**src/rtl/ex_alu.sv**
```systemverilog
// EX-stage ALU: single-cycle ADD/SUB/AND/OR/SLT/SLL/SRL and a 16-cycle
// unsigned shift-add multiplier. While the multiplier runs, busy stalls the pipeline.
module ex_alu #(
  parameter int WIDTH = 16
) (
  input  logic             clock,
  input  logic             reset,
  input  logic             start,
  input  logic [2:0]       alu_ctrl,
  input  logic [WIDTH-1:0] op_a,
  input  logic [WIDTH-1:0] op_b,
  output logic [WIDTH-1:0] result,
  output logic             zero,
  output logic             overflow,
  output logic             valid,
  output logic             busy
);

  typedef enum logic {S_IDLE, S_MUL} state_t;
  typedef enum logic [2:0] {
    OP_ADD = 3'b000, OP_SUB = 3'b001, OP_AND = 3'b010, OP_OR  = 3'b011,
    OP_SLT = 3'b100, OP_SLL = 3'b101, OP_SRL = 3'b110, OP_MUL = 3'b111
  } op_t;

  state_t               state, next_state;
  op_t                  op;
  logic [WIDTH-1:0]     sum, diff, alu_res;
  logic                 alu_ovf;
  logic [WIDTH-1:0]     mul_a, mul_b;
  logic [2*WIDTH-1:0]   acc, acc_next;
  logic [3:0]           cnt;
  logic                 mul_last;

  assign op       = op_t'(alu_ctrl);
  assign busy     = (state == S_MUL);
  assign mul_last = (cnt == 4'hF);

  always_comb begin
    // NOTE: every always_comb output gets a default first so no path leaves it unassigned (no latch).
    sum     = op_a + op_b;
    diff    = op_a - op_b;
    alu_res = '0;
    alu_ovf = 1'b0;
    case (op)
      OP_ADD: begin
        alu_res = sum;
        alu_ovf = (op_a[WIDTH-1] == op_b[WIDTH-1]) && (sum[WIDTH-1] != op_a[WIDTH-1]);
      end
      OP_SUB: begin
        alu_res = diff;
        alu_ovf = (op_a[WIDTH-1] != op_b[WIDTH-1]) && (diff[WIDTH-1] != op_a[WIDTH-1]);
      end
      OP_AND:  alu_res = op_a & op_b;
      OP_OR:   alu_res = op_a | op_b;
      OP_SLT:  alu_res = {{(WIDTH-1){1'b0}}, ($signed(op_a) < $signed(op_b))};
      OP_SLL:  alu_res = op_a << op_b[3:0];
      OP_SRL:  alu_res = op_a >> op_b[3:0];
      default: alu_res = '0;
    endcase
  end

  // One multiplier bit per cycle, LSB first: add the shifted multiplicand when set.
  always_comb begin
    acc_next = acc;
    if (mul_b[cnt]) acc_next = acc + ({{WIDTH{1'b0}}, mul_a} << cnt);
  end

  always_comb begin
    next_state = state;
    case (state)
      S_IDLE:  if (start && op == OP_MUL) next_state = S_MUL;
      S_MUL:   if (mul_last) next_state = S_IDLE;
      default: next_state = S_IDLE;
    endcase
  end

  always_ff @(posedge clock) begin
    // NOTE: reset is synchronous, so it only acts inside the clocked branch and wins over start.
    if (reset) state <= S_IDLE;
    else       state <= next_state;
  end

  always_ff @(posedge clock) begin
    if (reset) begin
      result   <= '0;
      zero     <= 1'b0;
      overflow <= 1'b0;
      valid    <= 1'b0;
      mul_a    <= '0;
      mul_b    <= '0;
      acc      <= '0;
      cnt      <= '0;
    end else begin
      valid <= 1'b0;
      case (state)
        S_IDLE: begin
          if (start && op == OP_MUL) begin
            mul_a <= op_a;
            mul_b <= op_b;
            acc   <= '0;
            cnt   <= '0;
          end else if (start) begin
            result   <= alu_res;
            zero     <= (alu_res == '0);
            overflow <= alu_ovf;
            valid    <= 1'b1;
          end
        end
        S_MUL: begin
          acc <= acc_next;
          cnt <= cnt + 4'd1;
          if (mul_last) begin
            result   <= acc_next[WIDTH-1:0];
            overflow <= |acc_next[2*WIDTH-1:WIDTH];
            zero     <= (acc_next[WIDTH-1:0] == '0);
            valid    <= 1'b1;
          end
        end
        default: ;
      endcase
    end
  end

endmodule

```
**config.mk**
```make
export PLATFORM = sky130hd
export DESIGN_NAME = ex_alu
export DESIGN_NICKNAME = d
export VERILOG_FILES = /design/src/rtl/ex_alu.sv
export SDC_FILE = /design/constraint.sdc
export NUM_CORES = 1
export LEC_CHECK = 0
export ABC_AREA = 1
export CORE_ASPECT_RATIO = 0.9
export CORE_MARGIN = 4
export CORE_UTILIZATION = 30
export CTS_CLUSTER_DIAMETER = 50
export DETAILED_ROUTE_END_ITERATION = 6
export DONT_BUFFER_PORTS = 1
export PLACE_DENSITY = 0.46
export SYNTH_ARGS = -nofsm -noshare
export SYNTH_HDL_FRONTEND = slang
export SYNTH_SLANG_ARGS = --single-unit
```
**constraint.sdc**
```tcl
create_clock -name clock -period 7 [get_ports clock]
set_clock_uncertainty 0.15 [all_clocks]
set_input_delay 1.05 -clock clock [delete_from_list [all_inputs] [get_ports clock]]
set_output_delay 1.05 -clock clock [all_outputs]
set_load 0.005 [all_outputs]
```
==> results.yml <==
sta:
  setup_tns_ps: 0
  fin_crit_sh_pct: 64.41
  maxSlewViolCount: 0
  relSlewSlack_pct: 23.43
  fin_crit_ps: 4509
  rsz0062_at_grt: "false"
  final-setup-viol-count: 0
  max_freq_mhz: 221.8
  hold_violations: 0
  tightestPinTransition_ps: 1146
worst_hold_path:
  hp-start: "acc[31]$_SDFFE_PP0P_"
  hold_depth: 2
  min_path_type: "reg2reg"
detailed_routing:
  ant_nets: 0
  vias_per_cell: 5.178
  drt_drc_violations_left: 0
  drt_iter0_markers: 1210
  routed_wl_um: 45350
  drt_pass1_iterations: 7
  post_drt_wl_per_cell_um: 19.18
  via_count: 12246
grt:
  met1_usage_pct: 34.92
  top_usage_layer: "met1"
  antenna_found_initial: 0
  first_global_vias: 10948
  track_usage_pct: 22.38
  grt_util_met2_pct: 30.62
  grt-ovfl-total: 0
  grt_max_degree: 66
  grt_use_met3_pct: 7.194
  grt_first_pass_wirelength_um: 67920
clocking:
  cts_hold_buf: 0
  cts_htree_levels: 3
  clock_sinks: 88
  cts_resized: 0
  cts_tree: "yes"
  clk_root_buffer_cell: "clkbuf_16"
  cts_made_buffers: 9
  clk_pin_slew_worst_paths_ps: 70
  cts_setup_buffers: 0
  cts_buffer_depth: 2
  clk_latency_ps: 360
cells_and_area:
  nets: 2016
  areaGrowthSynthToFinish_pct: 5.332
  antennaDiodeCount: 0
  layout-drive-gt1-share_pct: 3.217
  final_area_um2: 11270
  layout_commonest_cell: "nand2_1"
  final_cell_mix: "nand2_1 (667), inv_1 (250), nor2_1 (164)"
logic_synthesis:
  synth_top_family_by_area: "simple AND/OR/NAND/NOR gates"
  synthFlopType: "dfxtp_1"
  yosysTopAreaCell: "nand2_1"
  syn-cell-area_um2: 10700
  synth_compound_area_share_pct: 17.87
  synth_edf_count: 0
  synthSimpleGateAreaFrac_pct: 41.41
  synth_cell_types: 42
  yosysSeqAreaShare_pct: 16.46
  synth.top_cell.area_share_pct: 23.40
  syn_inst: 1953
  syn_nets: 2077
  synth-xor-area-share_pct: 0.9822
  ys_warn_count: 0
  ys_seq_elements: 88
  synth.avg_cell_area_um2: 5.479
  synthAdderAreaFrac_pct: 10.27
  synth-async-reset-ratio_pct: 0
  synth_area_leaders: "nand2_1 (23%), dfxtp_1 (16%), ha_1 (9.7%), inv_1 (8.8%), o21ai_0 (7.3%)"
  synthMuxAreaShare_pct: 0.1871
floorplanning:
  core_area_um2: 35130
  die_height_um: 187.2
  initial_utilization_pct: 30.46
  die_x_um: 207.1
  fp-row-count: 65
  fp.dieArea_um2: 38760
  ios: 58
job:
  cap_viol_max_count: 0
pwr:
  powerDensity_nw_per_um2: 127.5
  swShare_pct: 36.40
  comb_power_share_pct: 27.1
  intPower_uw: 913.7
  pwr-share-clk_pct: 35.8
  p_switching_uw: 522.9
  seq_power_share_pct: 37.1
  peakVddDrop_mv: 0.1012
  p_leak_nw: 5.542
worst_setup_path:
  worstPathArrival_ps: 4610
  cp-end-kind: "register"
  startpoint_type: "register"
  reg2reg_depth: 25
  crit_type: "reg2reg"
  required_ps: 7100
  critical_path.startpoint: "cnt[0]$_SDFFE_PP0P_"
  r2r-start: "cnt[0]$_SDFFE_PP0P_"
  critical_path.max_fanout: 29
place:
  dpl_cell_area_um2: 10970
  dp.final_hpwl_um: 36520
  gp_congestion: 0.9613
  port_buffers: 0
run_status:
  status: "completed"
-- kinds of logic after synthesis --
kind of cell	count (synthesis)
flip-flops	88
AND/OR/NAND/NOR	1069
multiplexers	2
XOR/XNOR	12
adder cells (fa/ha/maj)	86
buffers and inverters	337
AO/OA/AOI/OAI	359
-- power by group through the flow --
stage / logic [mW] / registers [mW] / clock network, mW
2_1_floorplan: 0.272 / 0.536 / 0
3_3_place_gp: 0.377 / 0.545 / 0
3_5_place_dp: 0.376 / 0.545 / 0
4_1_cts: 0.378 / 0.533 / 0.528
5_1_grt: 0.430 / 0.536 / 0.548
6_report: 0.389 / 0.533 / 0.514
-- metal layers --
metal | up-vias | wire length, µm | part of all wire (%)
met5 | - | 0 | 0
met4 | 0 | 266 | 0.59
li1 | 6142 | - | -
met1 | 5683 | 23010 | 51
met2 | 405 | 17250 | 38
met3 | 16 | 4828 | 11
-- synth_stat cells, types with 15 or more instances --
library cell and count:
nand3_1 156, nor2_1 165, ha_1 83, buf_2 25, a21oi_1 138, a31oi_1 15
nor3_1 16, o211ai_1 15, o21ai_0 157, nand4_1 24, nand2_1 667, clkbuf_1 42
dfxtp_1 88, inv_1 250
-- path summary, 6_finish.rpt --
check / end / slack (ps)
hold reg to reg: acc[31]$_SDFFE_PP0P_ / 320
setup / recovery: overflow$_SDFFE_PP0P_ / 2490
hold / removal: acc[31]$_SDFFE_PP0P_ / 320
setup reg to reg: overflow$_SDFFE_PP0P_ / 2490
-- final cells by class --
class                           instances  area, µm²
Timing Repair Buffer                   11      82.58
Inverter                              254      958.4
Sequential cell                        88       1763
Fill cell                            4088      23860
Clock buffer                           10      239.0
Clock inverter                          5      62.56
Multi-Input combinational cell       1528       7579
Tap cell                              469      586.8
-- per-stage QoR --
| stage | std cells | hold slack [ps] | power (mW) | utilization [%] | worst slack [ps] |
|---|---|---|---|---|---|
| 2_1_floorplan | 1953 | 303.2 | 0.8082 | - | 3686 |
| 3_3_place_gp | 2350 | 305.8 | 0.9220 | 31.22 | 2444 |
| 3_5_place_dp | 2350 | 313.4 | 0.9204 | 31.22 | 2564 |
| 4_1_cts | 2365 | 323.8 | 1.439 | 32.08 | 2535 |
| 5_1_grt | 2365 | 343.3 | 1.513 | 32.08 | 2006 |
| 6_report | 2365 | 321.6 | 1.437 | 32.08 | 2491 |
-- registers in the layout (all words and copies together), names as in the netlist --
name / cells
acc: 32
cnt: 4
zero: 1
valid: 1
result: 16
overflow: 1
mul_a: 16
mul_b: 16
busy: 1
-- worst max-delay path, cell delays in order (launching register included) --
cell and delay (ps):
dfxtp_1 960, inv_4 260, nand2_1 120, nand2_1 70
nand2_1 60, o21ai_0 150, nand2_1 110, o21ai_0 140
nand2_1 90, o21ai_0 140, ha_1 430, nand2_1 130
nor2_1 240, nand3_1 130, nand3b_1 210, nand2_1 120
nand2_1 90, nand2_1 50, nand3_1 90, nand2_1 80
nor2_1 130, nand2_1 120, nor2_1 120, nand3_1 70
nand2_1 80, a21oi_1 50
(Power assumes the default switching activity.)
